`config.mk`:
```
export PLATFORM = sky130hd
export DESIGN_NAME = seq_packet_serializer
export DESIGN_NICKNAME = d
export VERILOG_FILES = /design/src/rtl/seq_packet_serializer_pkg.sv /design/src/rtl/seq_packet_serializer_priority_onehot_select.sv /design/src/rtl/seq_packet_serializer.sv
export SDC_FILE = /design/constraint.sdc
export NUM_CORES = 1
export LEC_CHECK = 0
export CELL_PAD_IN_SITES_DETAIL_PLACEMENT = 1
export CELL_PAD_IN_SITES_GLOBAL_PLACEMENT = 1
export CORE_MARGIN = 4
export CORE_UTILIZATION = 39
export DETAILED_ROUTE_END_ITERATION = 7
export PLACE_DENSITY = 0.86
export RECOVER_POWER = 25
export SYNTH_ARGS = -nofsm -noshare
export SYNTH_HDL_FRONTEND = slang
export SYNTH_HIERARCHICAL = 1
export SYNTH_SLANG_ARGS = --single-unit
```
`constraint.sdc`:
```
create_clock -name clk -period 18.2 [get_ports clk]
set_clock_uncertainty 0.1 [all_clocks]
set_input_delay 3.64 -clock clk [delete_from_list [all_inputs] [get_ports clk]]
set_output_delay 3.64 -clock clk [all_outputs]
set_load 0.005 [all_outputs]
```
`src/rtl/seq_packet_serializer_pkg.sv`:
```
// Shared widths, state encoding and helpers for the sequence-packet serializer.
// The lane struct here is the default-width view of one sequence.
package seq_packet_serializer_pkg;

  localparam int SEQ_PACKET_SIZE = 4;
  localparam int SEQ_LL_BITS     = 16;
  localparam int SEQ_ML_BITS     = 16;
  localparam int SEQ_OFFSET_BITS = 20;

  typedef enum logic {
    IDLE  = 1'b0,
    DRAIN = 1'b1
  } state_e;

  typedef struct packed {
    logic [SEQ_LL_BITS-1:0]     ll;
    logic [SEQ_ML_BITS-1:0]     ml;
    logic [SEQ_OFFSET_BITS-1:0] offset;
    logic [SEQ_ML_BITS-1:0]     overlap;
    logic                       eoj;
    logic                       delim;
  } seq_t;

  function automatic int idx_width(input int n);
    return (n > 1) ? $clog2(n) : 1;
  endfunction

endpackage

```
`src/rtl/seq_packet_serializer_priority_onehot_select.sv`:
```
// Lowest-set-bit picker: returns the winning lane both one-hot (for clearing
// pending) and as a binary index (for the lane mux).
module priority_onehot_select
  import seq_packet_serializer_pkg::*;
#(
  parameter int N     = 4,
  parameter int IDX_W = idx_width(N)
) (
  input  logic [N-1:0]     req,
  output logic [N-1:0]     onehot,
  output logic [IDX_W-1:0] index
);

  // lower_any[k] is set when any request below lane k is active
  logic [N-1:0] lower_any;

  for (genvar gi = 0; gi < N; gi++) begin : g_lane
    if (gi == 0) begin : g_first
      assign lower_any[gi] = 1'b0;
    end else begin : g_rest
      assign lower_any[gi] = lower_any[gi-1] | req[gi-1];
    end
    assign onehot[gi] = req[gi] & ~lower_any[gi];
  end

  always_comb begin
    index = '0;
    for (int i = 0; i < N; i++) begin
      if (onehot[i]) index = index | IDX_W'(i);
    end
  end

endmodule

```
`src/rtl/seq_packet_serializer.sv`:
```
// Accepts one packet of strobed sequence lanes and emits the strobed lanes one
// per cycle in ascending lane order on a single-sequence valid/ready stream.
module seq_packet_serializer
  import seq_packet_serializer_pkg::*;
#(
  parameter int PACKET_SIZE = SEQ_PACKET_SIZE,
  parameter int LL_BITS     = SEQ_LL_BITS,
  parameter int ML_BITS     = SEQ_ML_BITS,
  parameter int OFFSET_BITS = SEQ_OFFSET_BITS
) (
  input  logic                           clk,
  input  logic                           rst_n,
  input  logic                           i_seq_packet_valid,
  output logic                           i_seq_packet_ready,
  input  logic [PACKET_SIZE-1:0]         i_seq_packet_strb,
  input  logic [PACKET_SIZE*LL_BITS-1:0] i_seq_packet_ll,
  input  logic [PACKET_SIZE*ML_BITS-1:0] i_seq_packet_ml,
  input  logic [PACKET_SIZE*OFFSET_BITS-1:0] i_seq_packet_offset,
  input  logic [PACKET_SIZE*ML_BITS-1:0] i_seq_packet_overlap,
  input  logic [PACKET_SIZE-1:0]         i_seq_packet_eoj,
  input  logic [PACKET_SIZE-1:0]         i_seq_packet_delim,
  output logic                           o_seq_valid,
  input  logic                           o_seq_ready,
  output logic [LL_BITS-1:0]             o_seq_ll,
  output logic [ML_BITS-1:0]             o_seq_ml,
  output logic [OFFSET_BITS-1:0]         o_seq_offset,
  output logic [ML_BITS-1:0]             o_seq_overlap,
  output logic                           o_seq_eoj,
  output logic                           o_seq_delim,
  output logic [31:0]                    o_seq_count
);

  localparam int IDX_W = idx_width(PACKET_SIZE);

  // Parameter-width view of seq_t so overridden widths stay consistent.
  typedef struct packed {
    logic [LL_BITS-1:0]     ll;
    logic [ML_BITS-1:0]     ml;
    logic [OFFSET_BITS-1:0] offset;
    logic [ML_BITS-1:0]     overlap;
    logic                   eoj;
    logic                   delim;
  } lane_t;

  lane_t                  lane_in  [PACKET_SIZE];
  lane_t                  hold_reg [PACKET_SIZE];
  lane_t                  out_lane;
  logic [PACKET_SIZE-1:0] pending_reg, pending_next;
  logic [PACKET_SIZE-1:0] sel_onehot;
  logic [IDX_W-1:0]       sel_idx;
  logic [31:0]            count_reg, count_next;
  state_e                 state;
  logic                   in_hs, out_hs;

  for (genvar gi = 0; gi < PACKET_SIZE; gi++) begin : g_unpack
    assign lane_in[gi] = '{
      ll:      i_seq_packet_ll[gi*LL_BITS +: LL_BITS],
      ml:      i_seq_packet_ml[gi*ML_BITS +: ML_BITS],
      offset:  i_seq_packet_offset[gi*OFFSET_BITS +: OFFSET_BITS],
      overlap: i_seq_packet_overlap[gi*ML_BITS +: ML_BITS],
      eoj:     i_seq_packet_eoj[gi],
      delim:   i_seq_packet_delim[gi]
    };
  end

  priority_onehot_select #(
    .N     (PACKET_SIZE),
    .IDX_W (IDX_W)
  ) u_select (
    .req    (pending_reg),
    .onehot (sel_onehot),
    .index  (sel_idx)
  );

  assign state  = (pending_reg != '0) ? DRAIN : IDLE;
  assign in_hs  = i_seq_packet_valid && i_seq_packet_ready;
  assign out_hs = o_seq_valid && o_seq_ready;

  always_ff @(posedge clk or negedge rst_n) begin
    if (!rst_n) begin
      pending_reg <= '0;
      count_reg   <= '0;
    end else begin
      pending_reg <= pending_next;
      count_reg   <= count_next;
    end
  end

  // Payload storage needs no reset: outputs are masked while nothing is pending.
  always_ff @(posedge clk) begin
    if (in_hs) begin
      for (int k = 0; k < PACKET_SIZE; k++) hold_reg[k] <= lane_in[k];
    end
  end

  // A load overrides the last-lane clear so the new packet is never corrupted.
  always_comb begin
    pending_next = pending_reg;
    count_next   = count_reg;
    if (out_hs) begin
      pending_next = pending_reg & ~sel_onehot;
      count_next   = count_reg + 32'd1;
    end
    if (in_hs) pending_next = i_seq_packet_strb;
  end

  always_comb begin
    o_seq_valid        = (state == DRAIN);
    i_seq_packet_ready = (state == IDLE) ||
                         (o_seq_ready && ((pending_reg & ~sel_onehot) == '0));
    out_lane           = '0;
    if (state == DRAIN) out_lane = hold_reg[sel_idx];
  end

  assign o_seq_ll      = out_lane.ll;
  assign o_seq_ml      = out_lane.ml;
  assign o_seq_offset  = out_lane.offset;
  assign o_seq_overlap = out_lane.overlap;
  assign o_seq_eoj     = out_lane.eoj;
  assign o_seq_delim   = out_lane.delim;
  assign o_seq_count   = count_reg;

endmodule
```
==> results of run 1 <==
## worst max-delay path by stage
stage | start | to | slack [ps] | depth (start not counted)
3_5_place_dp | o_seq_ready | i_seq_packet_ready | 9140 | 4
6_report | o_seq_ready | i_seq_packet_ready | 9140 | 4
5_1_grt | o_seq_ready | i_seq_packet_ready | 9010 | 4
2_1_floorplan | o_seq_ready | hold_reg[0][0] | 1000 | 3
4_1_cts | o_seq_ready | i_seq_packet_ready | 9140 | 4
3_3_place_gp | o_seq_ready | i_seq_packet_ready | 9240 | 4
## synthesized netlist by cell type (all sizes together)
library cell  count  share of area
edfxtp          280           0.68
and2             71          0.036
mux4             70           0.13
dfrtp            36          0.073
xnor2            22          0.016
nand2            19         0.0058
clkbuf           17         0.0052
nand3            15         0.0061
nand4            13         0.0078
buf              10         0.0050
xor2              9         0.0064
nor3              8         0.0041
nor2              7         0.0021
inv               6         0.0018
and3              4         0.0020
nor4              4         0.0043
o21ai             4         0.0016
and4              2         0.0014
nand2b            2         0.0016
or3               2         0.0014
a21oi             1        0.00071
a222oi            1        0.00081
a31oi             1        0.00051
ha                1         0.0010
mux2              1        0.00091
nor2b             1        0.00051
nor3b             1        0.00061
nor4b             1         0.0012
o41ai             1        0.00071
or2               1        0.00051
## final cells by class
cell class,instances,area (um2),share of cell area
clock inverters,11,92.59,0.005187
clock buffers,53,1015,0.05685
multi-input cells,262,2884,0.1616
diodes,18,45.04,0.002523
inverters,6,22.52,0.001262
flip-flops and latches,316,9309,0.5215
repair buffers,399,3986,0.2233
well taps,396,495.5,0.02776
## logic make-up after synthesis
kind of cell,count (synthesis),share of synthesized area
compound gates,8,0.004367
xor+xnor,31,0.02265
fa+ha+maj,1,0.001015
buf+inv,33,0.01198
flops,316,0.7556
mux,71,0.1289
simple gates,151,0.07556
## layer usage
layer	vias to the layer above	routed length, um	global-route usage
met5	-	80	0
met4	14	1165	0.07403
met3	79	3036	0.07583
met2	333	20800	0.3934
met1	3788	12490	0.2256
li1	3266	-	-
## through the flow
step / hold WS (ps) / cells / util
6_report: 417.1 / 1461 / 0.5775
2_1_floorplan: 368.3 / 611 / -
3_3_place_gp: 367.0 / 1379 / 0.5402
3_5_place_dp: 380.3 / 1379 / 0.5402
5_1_grt: 426.8 / 1457 / 0.5772
4_1_cts: 422.8 / 1443 / 0.5760
## power by group
part / switching (mW) / internal [mW]
sequential: 0.0644 / 0.992
combinational: 0.492 / 0.637
clock: 0.286 / 0.401
total: 0.843 / 2.03
## critical path: cells and delay by family
family	cells	cell delay [ps]
compound gates	1	540
buf+inv	3	1130
==> results.md, run 1 <==
- Run status: finished, final reports clean
- Number of clock sinks: 316
- Maxcap violations: 0
- FMAX: 110.4 MHz
- Kind of start point of the critical path: input pin
- Aggregate global routing overflow: 0
- Peak per-stage delay on the critical path: 580 ps
- Share of final-layout standard cells stronger than drive strength 1: 0.1347
- Flop2flop setup slack: 14130 ps
- Root Buffer Master: clkbuf_16
- Hold wc startpoint: o_seq_count[31]
- Maximum level of the CTS H-tree: 2
- Initial core utilization: 0.3986
- Distinct cell type count after synthesis: 39
- Cell count after synthesis: 611
- Cells along the critical path: clkdlybuf4s50_1, a31oi_1, inv_1, clkdlybuf4s50_1
- Std-Cell Rows: 64
- Post-layout instance area: 17850 um2
- TritonRoute pass-1 iters: 5
- Average detailed-routed wire length per instance: 25.72 um
- Number of I/O port buffers: 391
- RSZ-0062 raised after global routing: no
- Register area share after synthesis: 0.7556
- Min Tclk post-route: 9061 ps
- Vias after detailed routing: 7480
- Routed wire length: 37580 um
- Total number of yosys warnings: 6
- Hold depth: 1
- Drc violations: 0
- Leakage: 6.097 nW
- Largest register FFs: 280
- Hold Crit Endpoint: o_seq_count[31]
- Final #Nets: 1310
- Die outline width: 185.7 um
- Tot Pwr: 2.872 mW
- Final-layout setup total negative slack: 0 ps
- Total count of hold-check failures in the final report: 0
- Relative area change from synthesis to final layout: 44.88%
- Final estimated routing congestion in global placement: 0.8097
- # fillers: 2784
- Worst voltage drop across the vdd grid: 0.1468 mV
- Worst-case setup slack after placement: 9139 ps
- Hold WC Path Type: register to register
- Clock latency at the later pin of the worst-skew pair: 500 ps
- Number of DRC markers after the initial detailed-route iteration: 506
- Core area: 30910 um2
- Total count of max-transition violations in the final report: 0
- Count of endpoints failing setup in the final report: 0
- Data arrival at the endpoint of the critical path: 5320 ps
- Area of the mapped netlist: 12320 um2
- Average cell area after synthesis: 20.16 um2
- Vias in the first global route: 8596
- Global Route Usage Sum: 0.2135
- Start of the worst register-to-register path: pending_reg[0]
- Setup Crit Path Kind: input pin to output port
- Required time of the critical path: 14460 ps
- Slew Limit Headroom: 0.2262
- Net Count, Synth: 900
- Number of antenna violations at the first check in global routing: 22
- Setup bufs post-CTS: 0
- Most common cell after layout, fill and taps aside: edfxtp_1
- Number of buffers inserted during clock tree synthesis: 36
- Synthesis-stage register bit count: 316
- Cell area power density: 160.9 nW/um2
- Critical Path Most Common Cell: clkdlybuf4s50_1
- Critical Path Fanout Max: 8
- Total die area: 34500 um2
- Post-detailed-route count of antenna-violating nets: 0
- Pin count of the biggest net entering global routing: 196
- Worst Max-Slew Pin Slew: 1161 ps
- Master of the slowest instance on the critical path: clkdlybuf4s50_1
- CTS resizes: 0
- Nature of the critical path endpoint: output port
- Fin worst setup slack: 9139 ps
- Destination of the worst register-to-register timing path: hold_reg[1][39]
- Clk pin slew, worst setup/hold paths: 50 ps
- Num ports: 392
- Leading cell types in the layout, fill and taps excluded: edfxtp_1 (280), clkdlybuf4s50_1 (207), dlygate4sd3_1 (184), and2_1 (71), mux4_2 (70)
- Longest Clk Path Bufs: 3
- Post-detailed-route via-to-cell ratio: 5.120
- Logic depth of the worst register-to-register path: 5
- First-pass GRT wire length: 54160 um
- Hold bufs inserted after CTS: 0
- Post-DP Area: 16700 um2
- HPWL reported at the end of detailed placement: 26120 um
- Share of the cycle needed by the critical path after routing: 0.4978
- Clock tree from TritonCTS: built
- Die Height: 185.7 um
No activity file was read; power rests on OpenSTA's default activity.
==> run 2, diff against run 1 <==
- clock period: 18.2 -> 8.4 ns (I/O delays scaled with it)
==> results.md, run 2 (synthesized netlist as in run 1, its figures left out) <==
- Worst hold slack across all endpoints: 386.3 ps (-30.78 ps)
- Initial core utilization: 0.3986 (unchanged)
- CTS resizes: 0 (unchanged)
- Hold WC Path Type: register to register
- Kind of start point of the critical path: input pin
- Post-detailed-route count of antenna-violating nets: 0 (unchanged)
- Setup Crit Path Kind: input pin to output port
- Share of the cycle needed by the critical path after routing: 0.6283
- Total die area: 34500 um2 (unchanged)
- Number of clock sinks: 316 (unchanged)
- Number of antenna violations at the first check in global routing: 14 (-36%)
- Worst-case setup slack after placement: 3119 ps (-6020 ps)
- Core area: 30910 um2 (unchanged)
- Number of buffers inserted during clock tree synthesis: 36 (unchanged)
- Die Height: 185.7 um (unchanged)
- Die outline width: 185.7 um (unchanged)
- RSZ-0062 raised after global routing: no
- Number of placed cells counting well taps: 1379 (unchanged)
- Number of DRC markers after the initial detailed-route iteration: 471 (-6.9%)
- Slew Limit Headroom: 0.2680 (+0.04179)
- Post-detailed-route via-to-cell ratio: 5.089 (-0.60%)
- Count of endpoints failing setup in the final report: 0 (unchanged)
- Vias after detailed routing: 7354 (-1.7%)
- Nature of the critical path endpoint: output port
- Fin worst setup slack: 3123 ps (-6017 ps)
- Required time of the critical path: 6620 ps (-7840 ps)
- Min Tclk post-route: 5277 ps
- Cell area power density: 345.4 nW/um2 (+110%)
- Average detailed-routed wire length per instance: 24.62 um (-4.3%)
- TritonRoute pass-1 iters: 4 (-1)
- Worst voltage drop across the vdd grid: 0.2560 mV (+74%)
- Data arrival at the endpoint of the critical path: 3500 ps (-1820 ps)
- Flop2flop setup slack: 5000 ps (-9130 ps)
- Num ports: 392 (unchanged)
- Global Route Usage Sum: 0.2048 (-0.008659)
- Pin count of the biggest net entering global routing: 195 (-0.51%)
- Number of I/O port buffers: 391 (unchanged)
- FMAX: 189.5 MHz
- Total count of hold-check failures in the final report: 0 (unchanged)
- First-pass GRT wire length: 52520 um (-3.0%)
- Maxcap violations: 0 (unchanged)
- Clock tree from TritonCTS: built
- Critical Path Fanout Max: 8 (unchanged)
- Relative area change from synthesis to final layout: 44.16%
- Leakage: 6.068 nW (-0.46%)
- Hold bufs inserted after CTS: 0 (unchanged)
- Most common cell after layout, fill and taps aside: edfxtp_1
- Share of final-layout standard cells stronger than drive strength 1: 0.1328 (-0.001850)
- Clock latency at the later pin of the worst-skew pair: 500 ps (about the same)
- Longest Clk Path Bufs: 3 (unchanged)
- Vias in the first global route: 8576 (-0.23%)
- Aggregate global routing overflow: 0 (unchanged)
- Final-layout setup total negative slack: 0 ps (unchanged)
- Setup bufs post-CTS: 0 (unchanged)
- Drc violations: 0 (unchanged)
- Leading cell types in the layout, fill and taps excluded: edfxtp_1 (280), clkdlybuf4s50_1 (207), dlygate4sd3_1 (184), and2_1 (71), mux4_2 (70)
- Final #Nets: 1310 (unchanged)
- Clk pin slew, worst setup/hold paths: 60 ps (about the same)
- Std-Cell Rows: 64 (unchanged)
- Run status: finished, final reports clean
- Maximum level of the CTS H-tree: 2 (unchanged)
- Total count of max-transition violations in the final report: 0 (unchanged)
- Root Buffer Master: clkbuf_16
- Routed wire length: 35580 um (-5.3%)
- Largest register FFs: 280 (unchanged)
- HPWL reported at the end of detailed placement: 25740 um (-1.5%)
- Worst Max-Slew Pin Slew: 1098 ps (-62.69 ps)
- Final estimated routing congestion in global placement: 0.8140 (+0.53%)
- Final std cells w/o fill: 1445 (-1.1%)
run 2: worst max-delay path: stages:
cell,delay [ps]
clkdlybuf4s50_1,590
a31oi_1,560
inv_1,160
clkdlybuf4s50_1,510
run 2: worst paths after layout:
kind,startpoint,to,cells past startpoint
setup reg to reg,pending_reg[1],hold_reg[1][51],7
max in group asynchronous,rst_n,o_seq_count[10],2
hold / removal,o_seq_count[31],o_seq_count[31],1
setup / recovery,o_seq_ready,i_seq_packet_ready,4
hold reg to reg,o_seq_count[31],o_seq_count[31],1
min in group asynchronous,rst_n,o_seq_count[23],2
run 2: power breakdown:
group	leakage, nW	internal (mW)	switching (mW)
Clock	0.511	0.828	0.594
Combinational	2.50	1.38	1.05
Sequential	3.05	2.15	0.135
Total	6.07	4.35	1.78
run 2: layout make-up:
| class | instances | area, um2 |
|---|---|---|
| flip-flops and latches | 316 | 9309 |
| clock inverters | 13 | 90.09 |
| repair buffers | 399 | 3986 |
| inverters | 6 | 22.52 |
| diodes | 10 | 25.02 |
| well taps | 396 | 495.5 |
| fillers | 2762 | 13150 |
| multi-input cells | 262 | 2884 |
| clock buffers | 43 | 948.4 |
run 2: routing by layer:
layer | up-vias | routed length, um | track usage | share of wire
met5 | - | 50 | 0 | 0.0014
met4 | 8 | 1396 | 0.07316 | 0.039
li1 | 3250 | - | - | -
met1 | 3710 | 11800 | 0.2204 | 0.33
met3 | 74 | 2702 | 0.06547 | 0.076
met2 | 312 | 19640 | 0.3774 | 0.55
run 2: per-stage QoR:
| step | area (um2) | utilization | total power, mW |
|---|---|---|---|
| 5_1_grt | 17750 | 0.5744 | 6.463 |
| 2_1_floorplan | 12330 | - | 3.528 |
| 4_1_cts | 17740 | 0.5738 | 6.256 |
| 3_3_place_gp | 16700 | 0.5402 | 4.684 |
| 6_report | 17760 | 0.5746 | 6.134 |
| 3_5_place_dp | 16700 | 0.5402 | 4.794 |
==> run 3, diff against run 2 <==
- clock period: 8.4 -> 5.2 ns (I/O delays scaled with it)
==> results.md, run 3 (synthesized netlist as in run 1, its figures left out) <==
- Share of final-layout standard cells stronger than drive strength 1: 0.1401 (+0.007313)
- Relative area change from synthesis to final layout: 45.40%
- Hold bufs inserted after CTS: 0 (unchanged)
- Master of the slowest instance on the critical path: mux4_2
- Required time of the critical path: 4060 ps (-2560 ps)
- Nature of the critical path endpoint: output port
- Num ports: 392 (unchanged)
- Setup Crit Path Kind: register to output port
- Die Height: 185.7 um (unchanged)
- Final estimated routing congestion in global placement: 0.7862 (-3.4%)
- HPWL reported at the end of detailed placement: 26250 um (+2.0%)
- Initial core utilization: 0.3986 (unchanged)
- Final #Nets: 1312 (+0.15%)
- Post-detailed-route count of antenna-violating nets: 0 (unchanged)
- Cells along the critical path: nand2b_4, a21oi_4, buf_12, mux4_2, and2_1, clkdlybuf4s50_1
- Clock latency at the later pin of the worst-skew pair: 500 ps (about the same)
- Worst Max-Slew Pin Slew: 1166 ps (+68.25 ps)
- Run status: finished, final reports clean
- Leakage: 6.106 nW (+0.62%)
- Setup bufs post-CTS: 0 (unchanged)
- Final std cells w/o fill: 1469 (+1.7%)
- Destination of the worst register-to-register timing path: hold_reg[3][29]
- Start of the worst register-to-register path: pending_reg[1]
- Clk pin slew, worst setup/hold paths: 60 ps (about the same)
- RSZ-0062 raised after global routing: no
- Std-Cell Rows: 64 (unchanged)
- Die outline width: 185.7 um (unchanged)
- Hold WC Path Type: register to register
- Total die area: 34500 um2 (unchanged)
- Critical Path End: o_seq_offset[17]
- Clock tree from TritonCTS: built
- Drc violations: 0 (unchanged)
- Number of clock sinks: 316 (unchanged)
- Min Tclk post-route: 4366 ps
- Share of the cycle needed by the critical path after routing: 0.8397
- Kind of start point of the critical path: register
- Slew Limit Headroom: 0.2123 (-0.05568)
- Final-layout setup total negative slack: 0 ps (unchanged)
- Logic depth of the worst register-to-register path: 7 (unchanged)
- Longest Clk Path Bufs: 3 (unchanged)
- Leading cell types in the layout, fill and taps excluded: edfxtp_1 (280), clkdlybuf4s50_1 (207), dlygate4sd3_1 (184), and2_1 (71), mux4_2 (70)
- # fillers: 2796 (+1.2%)
- Largest register FFs: 280 (unchanged)
- Worst setup path startpoint: pending_reg[2]
- CTS resizes: 0 (unchanged)
- Maximum level of the CTS H-tree: 2 (unchanged)
- Number of placed cells counting well taps: 1382 (+0.22%)
- Worst voltage drop across the vdd grid: 0.3613 mV (+41%)
- Critical Path Fanout Max: 41 (+33)
- Pin count of the biggest net entering global routing: 128 (-34%)
- Total count of hold-check failures in the final report: 0 (unchanged)
- Final core utilization: 0.5796 (+0.004979)
- Vias after detailed routing: 7450 (+1.3%)
- Maxcap violations: 0 (unchanged)
- Number of buffers inserted during clock tree synthesis: 35 (-2.8%)
- Cell area power density: 559.9 nW/um2 (+62%)
- Global Route Usage Sum: 0.2084 (+0.003517)
- Root Buffer Master: clkbuf_16
- Total count of max-transition violations in the final report: 0 (unchanged)
- Average detailed-routed wire length per instance: 25.12 um (+2.0%)
- Post-detailed-route via-to-cell ratio: 5.071 (-0.35%)
- FMAX: 229.0 MHz
- Peak per-stage delay on the critical path: 580 ps (about the same)
- TritonRoute pass-1 iters: 4 (unchanged)
- Aggregate global routing overflow: 0 (unchanged)
- First-pass GRT wire length: 53120 um (+1.1%)
- Data arrival at the endpoint of the critical path: 3230 ps (-270 ps)
- Core area: 30910 um2 (unchanged)
- Most common cell after layout, fill and taps aside: edfxtp_1
- Count of endpoints failing setup in the final report: 0 (unchanged)
- Routed wire length: 36900 um (+3.7%)
- Number of DRC markers after the initial detailed-route iteration: 368 (-22%)
- Number of I/O port buffers: 391 (unchanged)
- Flop2flop setup slack: 2350 ps (-2650 ps)
- Vias in the first global route: 8588 (+0.14%)
- Number of antenna violations at the first check in global routing: 25 (+11)
run 3: changes by cell type in the layout (fill, tap and decap cells not counted), sizes merged:
cell	previous run	this run
inv	8	7
buf	8	11
clkinvlp	0	1
clkbuf	43	50
diode	10	24
run 3: final cells by class:
type,count,area (um2),area share
sequential,316,9311,0.5198
timing repair buffer,402,4059,0.2266
multi-input combinational,262,2899,0.1618
clock buffer,50,963.4,0.05378
tap,396,495.5,0.02766
clock inverter,13,103.9,0.005797
antenna,24,60.06,0.003352
inverter,6,22.52,0.001257
run 3: worst max-delay path, delay by kind of cell, from the launching register on:
kind | cells | cell delay (ps)
multiplexers | 1 | 580
AO/OA/AOI/OAI | 1 | 430
buffers and inverters | 2 | 810
flip-flops | 1 | 450
AND/OR/NAND/NOR | 2 | 380
run 3: metal layers:
metal  part of all wire  GRT usage
met1               0.33     0.2205
met2               0.56     0.3808
met4              0.024    0.08132
met3              0.079    0.07153
met5             0.0013          0
run 3: power by group:
| group | switching, mW | total [mW] | internal (mW) | leakage [nW] |
|---|---|---|---|---|
| Sequential | 0.226 | 3.68 | 3.46 | 3.05 |
| Combinational | 1.72 | 4.01 | 2.29 | 2.53 |
| Clock | 0.984 | 2.33 | 1.35 | 0.520 |
run 3: worst min path at each step:
stage | slack [ps] | to | start | depth (start not counted)
4_1_cts | 400 | o_seq_count[30] | o_seq_count[30] | 1
6_report | 380 | o_seq_count[31] | o_seq_count[31] | 1
2_1_floorplan | 370 | o_seq_count[31] | o_seq_count[31] | 1
5_1_grt | 420 | o_seq_count[31] | o_seq_count[31] | 1
3_5_place_dp | 390 | o_seq_count[30] | o_seq_count[30] | 1
3_3_place_gp | 360 | o_seq_count[31] | o_seq_count[31] | 1
run 3: through the flow:
step / power [mW] / instance area [um2] / hold WS, ps / setup slack, ps
after floorplan: 5.715 / 12360 / 368.3 / -797.2
after global placement: 7.644 / 16790 / 359.7 / 1350
after detailed placement: 7.793 / 16790 / 385.5 / 1332
after CTS: 10.19 / 17850 / 395.9 / 780.8
after global routing: 10.55 / 17910 / 423.8 / 647.3
final: 10.03 / 17910 / 384.1 / 833.6
